===== src/rtl/axi_ram_initiator.sv =====
`default_nettype none
// ============================================================================
//  Module      : axi_ram_initiator
//  Description : Single-outstanding RAM initiator with handshake timeout.
//  Revision    : 1.0 - initial release
// ============================================================================
module axi_ram_initiator #(
    parameter int ADDR_WIDTH     = 10,
    parameter int TIMEOUT_CYCLES = 16
) (
    input  logic                  AXI_RAM_INIT_Clk,
    input  logic                  AXI_RAM_INIT_Reset_InLow,
    input  logic                  AXI_RAM_INIT_Req_Valid,
    input  logic                  AXI_RAM_INIT_Req_Write,
    input  logic [ADDR_WIDTH-1:0] AXI_RAM_INIT_Req_Addr,
    input  logic [31:0]           AXI_RAM_INIT_Req_Wdata,
    output logic                  AXI_RAM_INIT_Req_Ready,
    output logic                  AXI_RAM_INIT_Resp_Valid,
    output logic                  AXI_RAM_INIT_Resp_Err,
    output logic [31:0]           AXI_RAM_INIT_Resp_Rdata,
    output logic                  AXI_RAM_INIT_Read_Ready,
    output logic                  AXI_RAM_INIT_Write_Valid,
    output logic [ADDR_WIDTH-1:0] AXI_RAM_INIT_Address,
    output logic [31:0]           AXI_RAM_INIT_Data_Out,
    input  logic                  AXI_RAM_INIT_Read_Valid,
    input  logic                  AXI_RAM_INIT_Write_Ready,
    input  logic [31:0]           AXI_RAM_INIT_Data_In
);

    typedef enum logic [1:0] {
        IDLE  = 2'd0,
        WRITE = 2'd1,
        READ  = 2'd2,
        RESP  = 2'd3
    } state_t;

    localparam logic [7:0] c_WAIT_LAST = 8'(TIMEOUT_CYCLES - 1);

    state_t                r_state;
    logic [7:0]            r_wait_cnt;
    logic                  r_err_flag;
    logic                  r_resp_valid;
    logic                  r_read_ready;
    logic                  r_write_valid;
    logic [ADDR_WIDTH-1:0] r_address;
    logic [31:0]           r_data_out;
    logic [31:0]           r_resp_rdata;
    logic                  w_wait_expired;

    assign w_wait_expired = (r_wait_cnt == c_WAIT_LAST);

    // Strobes and response are registered alongside the state so every output
    // changes on the same edge as the state it belongs to.
    always_ff @(posedge AXI_RAM_INIT_Clk or negedge AXI_RAM_INIT_Reset_InLow) begin
        if (!AXI_RAM_INIT_Reset_InLow) begin
            r_state       <= IDLE;
            r_wait_cnt    <= 8'd0;
            r_err_flag    <= 1'b0;
            r_resp_valid  <= 1'b0;
            r_read_ready  <= 1'b0;
            r_write_valid <= 1'b0;
            r_address     <= '0;
            r_data_out    <= 32'd0;
            r_resp_rdata  <= 32'd0;
        end else begin
            case (r_state)
                IDLE: begin
                    r_resp_valid <= 1'b0;
                    r_err_flag   <= 1'b0;
                    if (AXI_RAM_INIT_Req_Valid) begin
                        r_address     <= AXI_RAM_INIT_Req_Addr;
                        r_data_out    <= AXI_RAM_INIT_Req_Wdata;
                        r_wait_cnt    <= 8'd0;
                        r_write_valid <= AXI_RAM_INIT_Req_Write;
                        r_read_ready  <= ~AXI_RAM_INIT_Req_Write;
                        r_state       <= AXI_RAM_INIT_Req_Write ? WRITE : READ;
                    end
                end
                WRITE: begin
                    // Handshake wins over a timeout landing on the same edge.
                    if (AXI_RAM_INIT_Write_Ready || w_wait_expired) begin
                        r_write_valid <= 1'b0;
                        r_resp_valid  <= 1'b1;
                        r_err_flag    <= ~AXI_RAM_INIT_Write_Ready;
                        r_state       <= RESP;
                    end else begin
                        r_wait_cnt <= r_wait_cnt + 8'd1;
                    end
                end
                READ: begin
                    if (AXI_RAM_INIT_Read_Valid) begin
                        r_resp_rdata <= AXI_RAM_INIT_Data_In;
                    end
                    if (AXI_RAM_INIT_Read_Valid || w_wait_expired) begin
                        r_read_ready <= 1'b0;
                        r_resp_valid <= 1'b1;
                        r_err_flag   <= ~AXI_RAM_INIT_Read_Valid;
                        r_state      <= RESP;
                    end else begin
                        r_wait_cnt <= r_wait_cnt + 8'd1;
                    end
                end
                RESP: begin
                    r_resp_valid <= 1'b0;
                    r_err_flag   <= 1'b0;
                    r_state      <= IDLE;
                end
                default: begin
                    r_state       <= IDLE;
                    r_resp_valid  <= 1'b0;
                    r_read_ready  <= 1'b0;
                    r_write_valid <= 1'b0;
                end
            endcase
        end
    end

    // Gated by reset so ready is low while held in reset and high right after.
    assign AXI_RAM_INIT_Req_Ready   = (r_state == IDLE) & AXI_RAM_INIT_Reset_InLow;
    assign AXI_RAM_INIT_Resp_Valid  = r_resp_valid;
    assign AXI_RAM_INIT_Resp_Err    = r_err_flag & r_resp_valid;
    assign AXI_RAM_INIT_Resp_Rdata  = r_resp_rdata;
    assign AXI_RAM_INIT_Read_Ready  = r_read_ready;
    assign AXI_RAM_INIT_Write_Valid = r_write_valid;
    assign AXI_RAM_INIT_Address     = r_address;
    assign AXI_RAM_INIT_Data_Out    = r_data_out;

endmodule
`default_nettype wire


===== config.mk =====
export PLATFORM = sky130hd
export DESIGN_NAME = axi_ram_initiator
export DESIGN_NICKNAME = d
export VERILOG_FILES = /design/src/rtl/axi_ram_initiator.sv
export SDC_FILE = /design/constraint.sdc
export NUM_CORES = 1
export LEC_CHECK = 0
export BUFFER_PORTS_ARGS = -buffer_cell sky130_fd_sc_hd__buf_2
export CORE_ASPECT_RATIO = 1.75
export CORE_MARGIN = 1.5
export CORE_UTILIZATION = 45
export CTS_CLUSTER_DIAMETER = 100
export DETAILED_ROUTE_END_ITERATION = 12
export PLACE_DENSITY_LB_ADDON = 0.3
export SKIP_CTS_REPAIR_TIMING = 1
export SYNTH_ARGS = -nofsm -noshare
export SYNTH_HDL_FRONTEND = slang
export SYNTH_SLANG_ARGS = --single-unit

===== constraint.sdc =====
create_clock -name AXI_RAM_INIT_Clk -period 2.7 [get_ports AXI_RAM_INIT_Clk]
set_clock_uncertainty 0.2 [all_clocks]
set_input_delay 0.54 -clock AXI_RAM_INIT_Clk [delete_from_list [all_inputs] [get_ports AXI_RAM_INIT_Clk]]
set_output_delay 0.54 -clock AXI_RAM_INIT_Clk [all_outputs]
set_load 0.01 [all_outputs]

## Word-level counts from Yosys, hierarchy flattened

Index checks and enable logic that the tools add are counted.

- Flip-flop bits (word level): 88
- Output and inout bits: 79

- Add/subtract/negate cells: 1
- Eq/ne operators: 9
- Multiplexer cells: 21
- Bitwise logic cells: 5
- Reduce and logical (&&, ||, !) cells: 14

Operators by type and width:

| operator | number |
|---|---|
| $mux 8 | 3 |
| $pmux 8 s3 | 1 |
| $ne 2x2->1 const B | 5 |
| $reduce_and 3->1 | 3 |
| $add 8x1->8 const B | 1 |
| $eq 8x4->1 const B | 1 |
| $mux 1 | 8 |
| $mux 2 | 4 |
| $pmux 2 s4 | 1 |
| $pmux 1 s3 | 2 |
| $reduce_and 2->1 | 3 |
| $eq 2x2->1 const B | 2 |
| $pmux 1 s2 | 2 |
| $reduce_and 4->1 | 1 |
| $reduce_bool 2->1 | 2 |
| $not 1->1 | 3 |
| $reduce_bool 3->1 | 1 |
| $and 1x1->1 | 2 |
| $eq 2x1->1 const B | 1 |
| $logic_not 2->1 | 1 |
| $logic_or 1x1->1 | 2 |
| $reduce_or 2->1 | 1 |

## Logic depth before layout (Yosys ltp)

- Word-level depth: 4
- Depth in mapped cells: 7
- Gate-level depth less buffers: 6

## Least setup slack after synthesis

Ideal clock, no wire load.

- Path type: reg-to-reg
- Start point: reg r_wait_cnt[0]
- End point: reg r_wait_cnt[0]
- Library setup time: 125 ps
- Data arrival time: 1,849 ps
- Required time: 2,375 ps
- Path slack: 525 ps
- Cell stages (with the launch flop): 7
- Buffers on the path: 1
- Period minus slack after synthesis: 2,175 ps
- Cells stage by stage: dfrtp_1 ha_1 and3_4 buf_6 a2111o_4 o21a_4 mux2_4

- Word-level cells in the longest chain between the ends: 4
- Elaborated cells on any way between the ends: 10
- Those cells by class: add/sub: 1; eq/ne: 3; mux: 3; reduce/logical: 3

Ends and longest elaborated chain:

| item | RTL line | text |
|---|---|---|
| start: declaration | 40 | `logic [7:0] r_wait_cnt;` |
| start signal: assignment | 87 | `r_wait_cnt <= r_wait_cnt + 8'd1;` |
| start signal: assignment | 100 | `r_wait_cnt <= r_wait_cnt + 8'd1;` |
| parallel branches: the longest is 4 deep, another holds $add 8x1->8 | - |  |

Parallel ways; which one is timed is not known. The select of a mux whose other input is x is not followed.
A chain may end at the register's enable or synchronous reset.

## Worst setup path in the final report

- Start point: reg r_state[0]
- End point: reg r_wait_cnt[0]

- Word-level cells in the longest chain between the ends: 3
- Elaborated cells on any way between the ends: 9
- Those cells by class: eq/ne: 5; mux: 1; reduce/logical: 3

Ends and longest elaborated chain:

| item | RTL line | text |
|---|---|---|
| start: declaration | 39 | `state_t r_state;` |
| start signal: assignment | 76 | `r_state <= AXI_RAM_INIT_Req_Write ? WRITE : READ;` |
| $eq 2x2->1 (tied with other cells) | 66 | `case (r_state)` |
| $ne 2x2->1 (no line) or $reduce_bool 3->1 (tied branches) | - |  |
| $reduce_and 4->1 (no line) | - |  |

Parallel ways exist; a longest one is shown, timed or not.

==> flow_summary.toml <==
[cells_and_area]
syn_to_final_growth_pct = 34.4
final_util_pct = 62.6
drive_gt1_share_pct = 62.7
diodes = 0
fillCellCount = 662
fin_nets = 502

[pwr]
pwr-share-comb_pct = 40.1
leakage_nw = 2.45
power_frac_seq_pct = 36.7
switching_share_pct = 32.6
internal_power_w = 0.00427
p_per_area_mw_per_mm2 = 1270
power_frac_clock_pct = 23.2
netSwitchingPower_w = 0.00207
ir_drop_uv = 606

[synth]
yosys.area.top_type_share_pct = 59.4
ys_ff_latch = 88
syn_nets = 339
postSynthCellCount = 253
syn_area_sq_mm = 0.00371
yosys_warnings = 0
synth_top_area_cell = "dfrtp_1"
synth_cell_types = 33
synth_area_leaders = "dfrtp_1 (59%), mux2_2 (23%), ha_1 (2.0%)"
syn_avg_cell_area_sq_um = 14.7
synth-seq-area-share_pct = 59.4

[floorplan]
num_rows = 43
core-area_sq_mm = 0.00796
dieArea_sq_mm = 0.00882
die_h_um = 123
ios = 159
die_w_um = 71.6
start_util_pct = 46.6

[sta]
fin_crit_ns = 2.35
rsz0062_at_grt = "false"
maxSlewViolCount = 0
finalSetupTns_ns = 0
slew_headroom_pct = 66.2
setup_violations = 0
tightest_slew_ns = 0.507
post-route-period-util_pct = 87.1
max_freq_mhz = 425
worst_slack_ns = 0.347
hold_viol = 0

[cts]
cts_made_buffers = 9
cts_tree = "yes"
ctsLongestPathBuffers = 2
worstSkewPairLatency_ns = 0.33
htreeDepth = 3
root_buffer = "clkbuf_16"
cts.clk_slew.worst_paths_ns = 0.06
cts_sinks = 88

[routing]
viasPerCell = 5.12
drt_iter0_drc = 144
antenna_left = 0
first_pass_iters = 8
dr_total_vias = 2616
wirelength_um = 7770
route.detailed.wl_per_inst_um = 15.2
drc = 13

[run_status]
status = "finished with violations"
violations = "design-rule violations"

[global_route]
grt_usage_pct = 17.8
overflow = 0
antenna_found_initial = 0
grt_first_pass_wirelength_um = 12000
grt_pass1_vias = 2514
grt_max_degree = 89

[setup_path]
setup.worst_path.start = "r_state[0]"
worstSetupStartpointType = "register"
cp.required_ns = 2.71
path_max_fanout = 8
reg2reg_depth = 6
crit-reg2reg-launch = "r_state[0]"
cp.arrival_ns = 2.37
cp-end-kind = "register"
rrSetupSlack_ns = 0.35
crit_type = "register to register"
r2r_end = "r_wait_cnt[0]"
endpoint = "r_wait_cnt[0]"

[placement]
place_congestion = 0.809
dp_hpwl_um = 5740
port-buffer-count = 158
place_ws_ns = 0.357

[flow_run]
drv_cap = 0

[min_path]
min_path_type = "primary input to asynchronous set/reset pin"
-- power groups by stage --
| stage | Sequential, W | Combinational, W | Clock, W |
|---|---|---|---|
| 3_5_place_dp | 0.00235 | 0.00258 | 0 |
| 2_1_floorplan | 0.00262 | 0.00132 | 0 |
| 5_1_grt | 0.00240 | 0.00276 | 0.00156 |
| 3_3_place_gp | 0.00232 | 0.00250 | 0 |
| 4_1_cts | 0.00233 | 0.00258 | 0.00150 |
| 6_report | 0.00232 | 0.00254 | 0.00147 |
-- kinds of logic (layout without fill, tap and decap cells) --
family | count (synthesis) | count (layout) | synth area share, %
flops | 88 | 88 | 59.4
simple gates | 39 | 39 | 6.34
buf+inv | 12 | 180 | 1.62
compound gates | 28 | 28 | 6.38
fa+ha+maj | 6 | 6 | 2.02
mux | 80 | 80 | 24.3
-- metal layers --
metal / vias up / track usage [%] / share of wire, %
met3: 13 / 5.13 / 6.1
met1: 1285 / 19.8 / 36
met4: 0 / 8.61 / 2.0
met5: - / 0 / 0
met2: 78 / 31.0 / 55
li1: 1240 / - / -
-- cell type report --
type,count,area [sq um],share of cell area (%)
sequential,88,2200,44.2
clock buffer,12,267,5.35
multi-input combinational,153,1450,29.1
timing repair buffer,162,848,17.0
tap,90,113,2.26
inverter,2,7.51,0.151
clock inverter,4,98.8,1.98
-- worst min path at each step --
stage | startpoint | to | slack (ns) | cells past startpoint
floorplan | AXI_RAM_INIT_Reset_InLow | AXI_RAM_INIT_Address[0] | 0.04 | 0
global placement | AXI_RAM_INIT_Data_Out[22] | AXI_RAM_INIT_Data_Out[22] | 0.28 | 1
detailed placement | AXI_RAM_INIT_Data_Out[27] | AXI_RAM_INIT_Data_Out[27] | 0.29 | 1
CTS | AXI_RAM_INIT_Reset_InLow | AXI_RAM_INIT_Resp_Rdata[25] | 0.10 | 2
global route | AXI_RAM_INIT_Reset_InLow | AXI_RAM_INIT_Resp_Rdata[14] | 0.11 | 2
finish | AXI_RAM_INIT_Reset_InLow | AXI_RAM_INIT_Resp_Rdata[17] | 0.06 | 2
-- synthesized netlist by cell type --
| cell | instances |
|---|---|
| a2111o_1 | 1 |
| a2111o_4 | 1 |
| a21o_2 | 1 |
| a21oi_1 | 3 |
| a22o_2 | 1 |
| a31oi_1 | 1 |
| and2_1 | 2 |
| and3_1 | 1 |
| and3_2 | 1 |
| and3_4 | 1 |
| buf_1 | 7 |
| buf_6 | 2 |
| clkbuf_1 | 1 |
| dfrtp_1 | 88 |
| ha_1 | 6 |
| inv_1 | 2 |
| mux2_2 | 75 |
| mux2_4 | 1 |
| mux2i_1 | 4 |
| nand2_1 | 8 |
| nand2b_1 | 5 |
| nand3_1 | 5 |
| nand3b_1 | 4 |
| nand4_1 | 1 |
| nor2_1 | 3 |
| nor2b_1 | 6 |
| nor3_1 | 1 |
| nor4_4 | 1 |
| o211ai_1 | 8 |
| o21a_4 | 1 |
| o21ai_0 | 6 |
| o221ai_1 | 3 |
| o311ai_2 | 2 |
-- critical path, cell delays in order, from the launching register on --
cell and delay [ns]:
dfrtp_1 0.38, inv_1 0.10, ha_1 0.28, nor2b_1 0.21, a2111o_1 0.48, o21a_4 0.29
mux2_4 0.30
-- cells in the final DEF (no fill, tap or decap), types with 2 or more instances in the layout --
| cell type | instances |
|---|---|
| bufinv_16 | 3 |
| o211ai_1 | 8 |
| nand2_1 | 7 |
| o21ai_0 | 6 |
| o311ai_2 | 2 |
| nor2_1 | 3 |
| o221ai_1 | 3 |
| nand3_1 | 5 |
| nand2b_1 | 5 |
| ha_1 | 6 |
| and2_1 | 2 |
| inv_1 | 2 |
| nor2b_1 | 6 |
| mux2_2 | 75 |
| a21oi_1 | 3 |
| nand3b_1 | 4 |
| mux2i_1 | 4 |
| clkbuf_8 | 3 |
| clkbuf_16 | 9 |
| buf_12 | 2 |
| buf_2 | 157 |
| buf_4 | 3 |
| dfrtp_1 | 88 |
-- state kept, by name, summed over array words and instances, names as in the netlist --
name	count
AXI_RAM_INIT_Resp_Rdata	32
r_wait_cnt	8
r_state	2
AXI_RAM_INIT_Read_Ready	1
r_err_flag	1
AXI_RAM_INIT_Write_Valid	1
AXI_RAM_INIT_Resp_Valid	1
AXI_RAM_INIT_Address	10
AXI_RAM_INIT_Data_Out	32
-- metrics by stage --
| step | instance area (sq um) | instances | total power (W) | hold WS [ns] |
|---|---|---|---|---|
| after global placement | 4620 | 495 | 0.00482 | 0.281 |
| after global routing | 4980 | 511 | 0.00672 | 0.110 |
| after floorplan | 3710 | 253 | 0.00393 | 0.0444 |
| after CTS | 4980 | 511 | 0.00641 | 0.101 |
| final | 4980 | 511 | 0.00633 | 0.0643 |
| after detailed placement | 4620 | 495 | 0.00493 | 0.287 |
Power figures use the tool's default switching activity.
